==> src/rtl/rv32_debug_pkg.sv <==
// Shared debug-port definitions for the RV32 debug scan sequencer and the
// core-side debug mux.
//   dbg_scan_state_t : sequencer state encoding
//   DBG_ADDR_W       : width of the core's debug_addr
//   DBG_DATA_W       : width of the core's debug_data
package rv32_debug_pkg;

  localparam int unsigned DBG_ADDR_W = 7;
  localparam int unsigned DBG_DATA_W = 32;

  typedef enum logic [2:0] {
    ST_IDLE = 3'd0,
    ST_STEP = 3'd1,
    ST_SET  = 3'd2,
    ST_WAIT = 3'd3,
    ST_EMIT = 3'd4
  } dbg_scan_state_t;

endpackage

==> src/rtl/rv32_debug_scan_rise_edge_det.sv <==
// 1-bit rising-edge detector with a registered history bit.
// Ports:
//   i_clk  : clock (rising edge)
//   i_rst  : synchronous active-high reset (history cleared to 0)
//   i_d    : sampled level
//   o_rise : high while i_d is 1 and was 0 on the previous edge
module rise_edge_det (
  input  logic i_clk,
  input  logic i_rst,
  input  logic i_d,
  output logic o_rise
);

  logic r_prev;

  always_ff @(posedge i_clk) begin
    if (i_rst) begin
      r_prev <= 1'b0;
    end else begin
      r_prev <= i_d;
    end
  end

  assign o_rise = i_d & ~r_prev;

endmodule

==> src/rtl/rv32_debug_scan.sv <==
// Debug-port sequencer in front of the RV32 core debug interface. Turns a
// step request edge into a one-cycle debug_step pulse and, on scan_start,
// sweeps debug_addr over [ADDR_FIRST, ADDR_LAST], emitting one (addr, data)
// beat per word on a valid/ready stream.
// Optional feature macro: DEBUG_SCAN_AUTO_RESCAN_EN (every step is followed
// by a full sweep without scan_start).
// Ports:
//   i_clk, i_rst       : clock, synchronous active-high reset
//   i_dbg_mode         : debug mode level; dropping it while busy aborts
//   i_step_req         : raw step request (rising edge used)
//   i_scan_start       : level, starts a sweep when sampled in IDLE
//   i_debug_data       : read data from the core
//   o_debug_en         : registered copy of i_dbg_mode
//   o_debug_step       : one-cycle step pulse to the core
//   o_debug_addr       : current sweep address to the core
//   o_out_valid/i_out_ready/o_out_addr/o_out_data : beat stream
//   o_busy             : not IDLE
//   o_done             : one-cycle pulse after the last beat is accepted
module rv32_debug_scan
  import rv32_debug_pkg::*;
#(
  parameter int unsigned ADDR_W     = DBG_ADDR_W,
  parameter int unsigned DATA_W     = DBG_DATA_W,
  parameter int unsigned ADDR_FIRST = 0,
  parameter int unsigned ADDR_LAST  = 127,
  parameter int unsigned READ_LAT   = 1
) (
  input  logic              i_clk,
  input  logic              i_rst,
  input  logic              i_dbg_mode,
  input  logic              i_step_req,
  input  logic              i_scan_start,
  input  logic [DATA_W-1:0] i_debug_data,
  output logic              o_debug_en,
  output logic              o_debug_step,
  output logic [ADDR_W-1:0] o_debug_addr,
  output logic              o_out_valid,
  input  logic              i_out_ready,
  output logic [ADDR_W-1:0] o_out_addr,
  output logic [DATA_W-1:0] o_out_data,
  output logic              o_busy,
  output logic              o_done
);

  localparam int unsigned       CNT_W  = 2;
  localparam logic [ADDR_W-1:0] FIRST_A = ADDR_W'(ADDR_FIRST);
  localparam logic [ADDR_W-1:0] LAST_A  = ADDR_W'(ADDR_LAST);

  dbg_scan_state_t r_state;
  dbg_scan_state_t w_state_nxt;

  logic              w_step_rise;
  logic              r_debug_en;
  logic [ADDR_W-1:0] r_debug_addr;
  logic [CNT_W-1:0]  r_cnt;
  logic              r_out_valid;
  logic [ADDR_W-1:0] r_out_addr;
  logic [DATA_W-1:0] r_out_data;
  logic              r_done;

  logic w_load_first;
  logic w_inc_addr;
  logic w_load_cnt;
  logic w_dec_cnt;
  logic w_capture;
  logic w_clear_valid;
  logic w_set_done;

  rise_edge_det u_step_edge (
    .i_clk  (i_clk),
    .i_rst  (i_rst),
    .i_d    (i_step_req),
    .o_rise (w_step_rise)
  );

  always_ff @(posedge i_clk) begin
    if (i_rst) begin
      r_state <= ST_IDLE;
    end else begin
      r_state <= w_state_nxt;
    end
  end

  always_comb begin
    w_state_nxt   = r_state;
    w_load_first  = 1'b0;
    w_inc_addr    = 1'b0;
    w_load_cnt    = 1'b0;
    w_dec_cnt     = 1'b0;
    w_capture     = 1'b0;
    w_clear_valid = 1'b0;
    w_set_done    = 1'b0;
    // Losing debug mode outside IDLE aborts from any state, including a
    // pending beat, which is withdrawn without a done pulse.
    if ((r_state != ST_IDLE) && !i_dbg_mode) begin
      w_state_nxt   = ST_IDLE;
      w_clear_valid = 1'b1;
    end else begin
      case (r_state)
        ST_IDLE: begin
          if (i_dbg_mode && w_step_rise) begin
            w_state_nxt = ST_STEP;
          end else if (i_dbg_mode && i_scan_start) begin
            w_state_nxt  = ST_SET;
            w_load_first = 1'b1;
          end
        end
        ST_STEP: begin
`ifdef DEBUG_SCAN_AUTO_RESCAN_EN
          w_state_nxt  = ST_SET;
          w_load_first = 1'b1;
`else
          w_state_nxt = ST_IDLE;
`endif
        end
        ST_SET: begin
          w_load_cnt = 1'b1;
          if (READ_LAT == 0) begin
            w_capture   = 1'b1;
            w_state_nxt = ST_EMIT;
          end else begin
            w_state_nxt = ST_WAIT;
          end
        end
        ST_WAIT: begin
          if (r_cnt == '0) begin
            w_capture   = 1'b1;
            w_state_nxt = ST_EMIT;
          end else begin
            w_dec_cnt = 1'b1;
          end
        end
        ST_EMIT: begin
          if (r_out_valid && i_out_ready) begin
            w_clear_valid = 1'b1;
            if (r_debug_addr == LAST_A) begin
              w_set_done  = 1'b1;
              w_state_nxt = ST_IDLE;
            end else begin
              w_inc_addr  = 1'b1;
              w_state_nxt = ST_SET;
            end
          end
        end
        default: w_state_nxt = ST_IDLE;
      endcase
    end
  end

  always_ff @(posedge i_clk) begin
    if (i_rst) begin
      r_debug_en   <= 1'b0;
      r_debug_addr <= FIRST_A;
      r_cnt        <= '0;
      r_out_valid  <= 1'b0;
      r_out_addr   <= '0;
      r_out_data   <= '0;
      r_done       <= 1'b0;
    end else begin
      r_debug_en <= i_dbg_mode;
      r_done     <= w_set_done;
      if (w_load_first) begin
        r_debug_addr <= FIRST_A;
      end else if (w_inc_addr) begin
        r_debug_addr <= r_debug_addr + ADDR_W'(1);
      end
      if (w_load_cnt) begin
        r_cnt <= CNT_W'(READ_LAT);
      end else if (w_dec_cnt) begin
        r_cnt <= r_cnt - CNT_W'(1);
      end
      if (w_capture) begin
        r_out_valid <= 1'b1;
        r_out_addr  <= r_debug_addr;
        r_out_data  <= i_debug_data;
      end else if (w_clear_valid) begin
        r_out_valid <= 1'b0;
      end
    end
  end

  assign o_debug_en   = r_debug_en;
  assign o_debug_step = (r_state == ST_STEP);
  assign o_debug_addr = r_debug_addr;
  assign o_out_valid  = r_out_valid;
  assign o_out_addr   = r_out_addr;
  assign o_out_data   = r_out_data;
  assign o_busy       = (r_state != ST_IDLE);
  assign o_done       = r_done;

endmodule

==> config.mk <==
export PLATFORM = sky130hd
export DESIGN_NAME = rv32_debug_scan
export DESIGN_NICKNAME = d
export VERILOG_FILES = /design/src/rtl/rv32_debug_pkg.sv /design/src/rtl/rv32_debug_scan_rise_edge_det.sv /design/src/rtl/rv32_debug_scan.sv
export SDC_FILE = /design/constraint.sdc
export NUM_CORES = 1
export LEC_CHECK = 0
export ABC_AREA = 1
export ABC_CLOCK_PERIOD_IN_PS = 1200
export BUFFER_PORTS_ARGS = -buffer_cell sky130_fd_sc_hd__buf_4
export CAP_MARGIN = 0
export CORE_MARGIN = 2
export CORE_UTILIZATION = 45
export CTS_BUF_LIST = sky130_fd_sc_hd__clkbuf_2 sky130_fd_sc_hd__clkbuf_4 sky130_fd_sc_hd__clkbuf_8
export CTS_CLUSTER_DIAMETER = 30
export DETAILED_ROUTE_END_ITERATION = 16
export GPL_TIMING_DRIVEN = 1
export PLACE_DENSITY_LB_ADDON = 0.25
export SYNTH_ARGS = -nofsm -noshare
export SYNTH_HDL_FRONTEND = slang
export SYNTH_SLANG_ARGS = --single-unit
export TNS_END_PERCENT = 5
==> constraint.sdc <==
create_clock -name i_clk -period 1.2 [get_ports i_clk]
set_input_delay 0.24 -clock i_clk [delete_from_list [all_inputs] [get_ports i_clk]]
set_output_delay 0.24 -clock i_clk [all_outputs]
set_load 0.01 [all_outputs]
==> results_dict.tcl <==
set metrics [dict create \
    status "finished, violations left" \
    violations "setup timing" \
    synth_edf_count 0 \
    seq_area_frac_synth_pct 46.98 \
    grt_pass1_vias 2117 \
    worst_pin_slew_ns 0.3236 \
    pin_count 89 \
    synth_compound_area_share_pct 12.17 \
    timing.rr.end "o_out_data[8]" \
    ys.flop_type "dfxtp_1" \
    cts.clk_slew.worst_paths_ns 0.09 \
    fmax_mhz 771.8 \
    syn_area_um2 2343 \
    switching_share_pct 26.36 \
    slew_violations 0 \
    synth-simple-area-share_pct 29.58 \
    insertion_delay_ns 0.30 \
    synth_warnings 0 \
    critical_path.endpoint "o_busy" \
    wl_per_cell_um 12.31 \
    crit_family "flip-flops" \
    finClkSkew_ns 0.006966 \
    diodes 0 \
    grt_max_degree 29 \
    start_kind "flop" \
    setup_viol 47 \
    place_congestion 0.8193 \
    ant_nets 0 \
    hold_path.startpoint "i_rst" \
    final_cells 484 \
    drcViolationCount 0 \
    grt.overflow.total 0 \
    fin_ws_ns -0.09567 \
    die_h_um 76.17 \
    synth_top_area_share_pct 46.98 \
    cts_buffers 5 \
    clockPowerShare_pct 30.6 \
    dieArea_um2 5801 \
    cts.path.max_buffers 2 \
    pwr-share-seq_pct 49.2 \
    vias 2337 \
    max-cap-violations 0 \
    cp_slowest_stage_delay_ns 0.38 \
    hold_viol_final 0 \
    path_class "reg -> out" \
    ys_types 24 \
    synth.most_common_cell "nand2_1" \
    cp.required_ns 0.96 \
    p_leak_nw 1.505 \
    start_util_pct 46.18 \
    place_inst 474 \
    ys_top_cells_by_area "dfxtp_1 47%, nand2_1 12%, a21oi_1 11%" \
    min_period_ns 1.296 \
    critPathSlowestCell "dfxtp_4" \
    core_area_um2 5075 \
    r2r_cells 7 \
    crit_cells 3 \
    dp_hpwl_mm 4.294 \
    h-tree-depth 2 \
    cp_cell_sequence "nor2_4 > nand2_4 > buf_6" \
    timing.rr.start "r_state[0]" \
    critPathArrivalTime_ns 1.06 \
    wirelength_mm 5.959 \
    critical_path_buf_inv_count 1 \
    grt_pass1_wl_mm 9.887 \
    port_buffers 88 \
    fin_hold_ws_ns 0.1409 \
    vias_per_cell 4.829 \
    rsz0062_at_grt "true" \
    cp_max_fo 4 \
    nNetsFinal 454 \
    relSlewSlack_pct 78.43 \
    root_buffer "clkbuf_8" \
    grt_use_total_pct 20.72 \
    yosys.area_share.xor_xnor_pct 0.7475 \
    synthCells 305 \
    synth_seq_cells 55 \
    critPathCaptureType "output port" \
    die_w_um 76.17 \
    fillers 447 \
    synth_fa_ha_area_share_pct 1.068 \
    cts_tree "done" \
    syn_to_final_growth_pct 49.92 \
    synth.area.mux_share_pct 0 \
    synth.top_cells.by_count "75 x nand2_1, 55 x dfxtp_1, 50 x a21oi_1" \
    drtIter0Drc 73 \
    yosysTopAreaCell "dfxtp_1" \
    drive_gt1_share_pct 40.10 \
    drt_first_pass_iters 4 \
    numClockSinks 55 \
    postCtsHoldBufs 0 \
    hold_path_class "in -> reg" \
    setup.worst_path.start "r_state[0]" \
    async_flop_share_pct 0 \
    ir_worst_vdd_uv 779.9 \
    num_rows 26 \
    finalPower_mw 3.916 \
    switchingPower_mw 1.032 \
    p_per_area_nw_per_um2 1115 \
    synth_top_family_by_area "simple AND/OR/NAND/NOR gates" \
    power.internal_mw 2.884 \
    synth_fp_nets 345 \
    syn_area_per_cell_um2 7.684 \
    reg2reg_slack_ns -0.09 \
    p_comb_share_pct 20.2 \
    antenna_found_initial 0 \
    fin_crit_sh_pct 108.0 \
]
==> worst min path at each step <==
| stage | slack, ns | cells past startpoint | endpoint |
|---|---|---|---|
| 4_1_cts | 0.13 | 2 | u_step_edge.r_prev |
| 6_report | 0.14 | 2 | u_step_edge.r_prev |
| 3_3_place_gp | 0.45 | 2 | o_out_data[2] |
| 5_1_grt | 0.15 | 2 | u_step_edge.r_prev |
| 3_5_place_dp | 0.45 | 2 | o_out_data[4] |
| 2_1_floorplan | 0.35 | 2 | u_step_edge.r_prev |
==> flip-flops by register name, indices dropped and copies added (netlist names) <==
signal and count:
o_debug_addr 7, o_debug_en 1, o_done 1, o_out_addr 7, o_out_data 32, o_out_valid 1
r_cnt 2, r_state 3, u_step_edge.r_prev 1
==> metrics by stage <==
stage	setup WS (ns)	TNS [ns]	area [um^2]	utilization, %
after detailed placement	-0.1668	-5.590	3226	63.56
after CTS	-0.09635	-2.345	3445	67.87
after floorplan	-0.001538	-0.009368	2369	-
after global placement	-0.05588	-1.748	3226	63.56
after global routing	-0.1661	-6.888	3513	69.23
final	-0.09567	-2.783	3513	69.23
==> area by class of cell <==
type / instances / area [um^2] / area share, %
clock buffer: 6 / 76.32 / 2.172
clock inverter: 1 / 30.03 / 0.8547
inverter: 22 / 85.08 / 2.422
multi-input combinational: 211 / 1124 / 31.98
sequential: 55 / 1117 / 31.80
tap: 70 / 87.58 / 2.493
timing repair buffer: 119 / 993.5 / 28.28
==> per-layer routing <==
| metal | global-route usage (%) | routed length [um] | vias to the layer above | part of all wire [%] |
|---|---|---|---|---|
| li1 | - | - | 1214 | - |
| met1 | 26.29 | 2618 | 1060 | 44 |
| met2 | 34.20 | 2899 | 58 | 49 |
| met3 | 6.517 | 376 | 5 | 6.3 |
| met4 | 5.636 | 65 | 0 | 1.1 |
| met5 | 0 | 0 | - | 0 |
==> cells by family (layout without fill, tap and decap cells) <==
family | count (synthesis) | after routing
DFF | 55 | 55
AOI/OAI and AO/OA | 56 | 56
xor gates and xnor gates | 2 | 2
and+or+nand+nor | 151 | 151
adders and majority gates | 2 | 2
buffers and inverters | 39 | 148
==> what timing repair did <==
| item | 4_1_cts | 5_1_grt |
|---|---|---|
| buffers inserted | 2 | 0 |
| setup endpoints to repair | 53 | 55 |
| pin swaps | 39 | 3 |
| cloned | 1 | 0 |
| gates resized for setup | 24 | 16 |
==> power groups by stage <==
stage	logic, mW	clock network [mW]	registers [mW]
6_report	0.789	1.20	1.93
5_1_grt	0.866	1.31	1.94
4_1_cts	0.771	1.23	1.92
3_5_place_dp	0.703	0	1.96
3_3_place_gp	0.696	0	1.95
2_1_floorplan	0.385	0	1.97
==> worst reg2reg max path, stage by stage, from the launching register on <==
cell     delay (ns)
dfxtp_4        0.38
nor2_4         0.16
nand2_4        0.09
nand2_4        0.13
nand2_4        0.11
buf_12         0.17
nand2_1        0.09
a21oi_2        0.06
==> placed cells by master (no fill, tap or decap) <==
master     synthesis  routed
buf_4              4     107
xnor2_1            1       1
dfxtp_4            0       3
nand3_1           46      44
inv_4              0       1
inv_1             20      16
nand2_1           75      73
o21ai_0            4       4
bufinv_16          0       1
clkbuf_8           0       5
a21oi_2            1      11
nand3_2            2       3
xor2_1             1       1
clkbuf_4           0       1
ha_4               0       2
nor2_2             1       1
buf_6              8       6
dfxtp_1           55      48
buf_16             0       1
buf_8              0       1
dfxtp_2            0       4
a21oi_1           50      40
nor3_2             0       1
a31oi_1            1       1
nand2_2            1       2
nor2_8             1       1
nand2_4            2       3
nor3_1             2       1
nand3_4            0       1
buf_12             0       4
inv_2              2       5
nor2_4             1       2
nand4_1            4       4
nor2_1            16      15
Power figures use the tool's default switching activity.
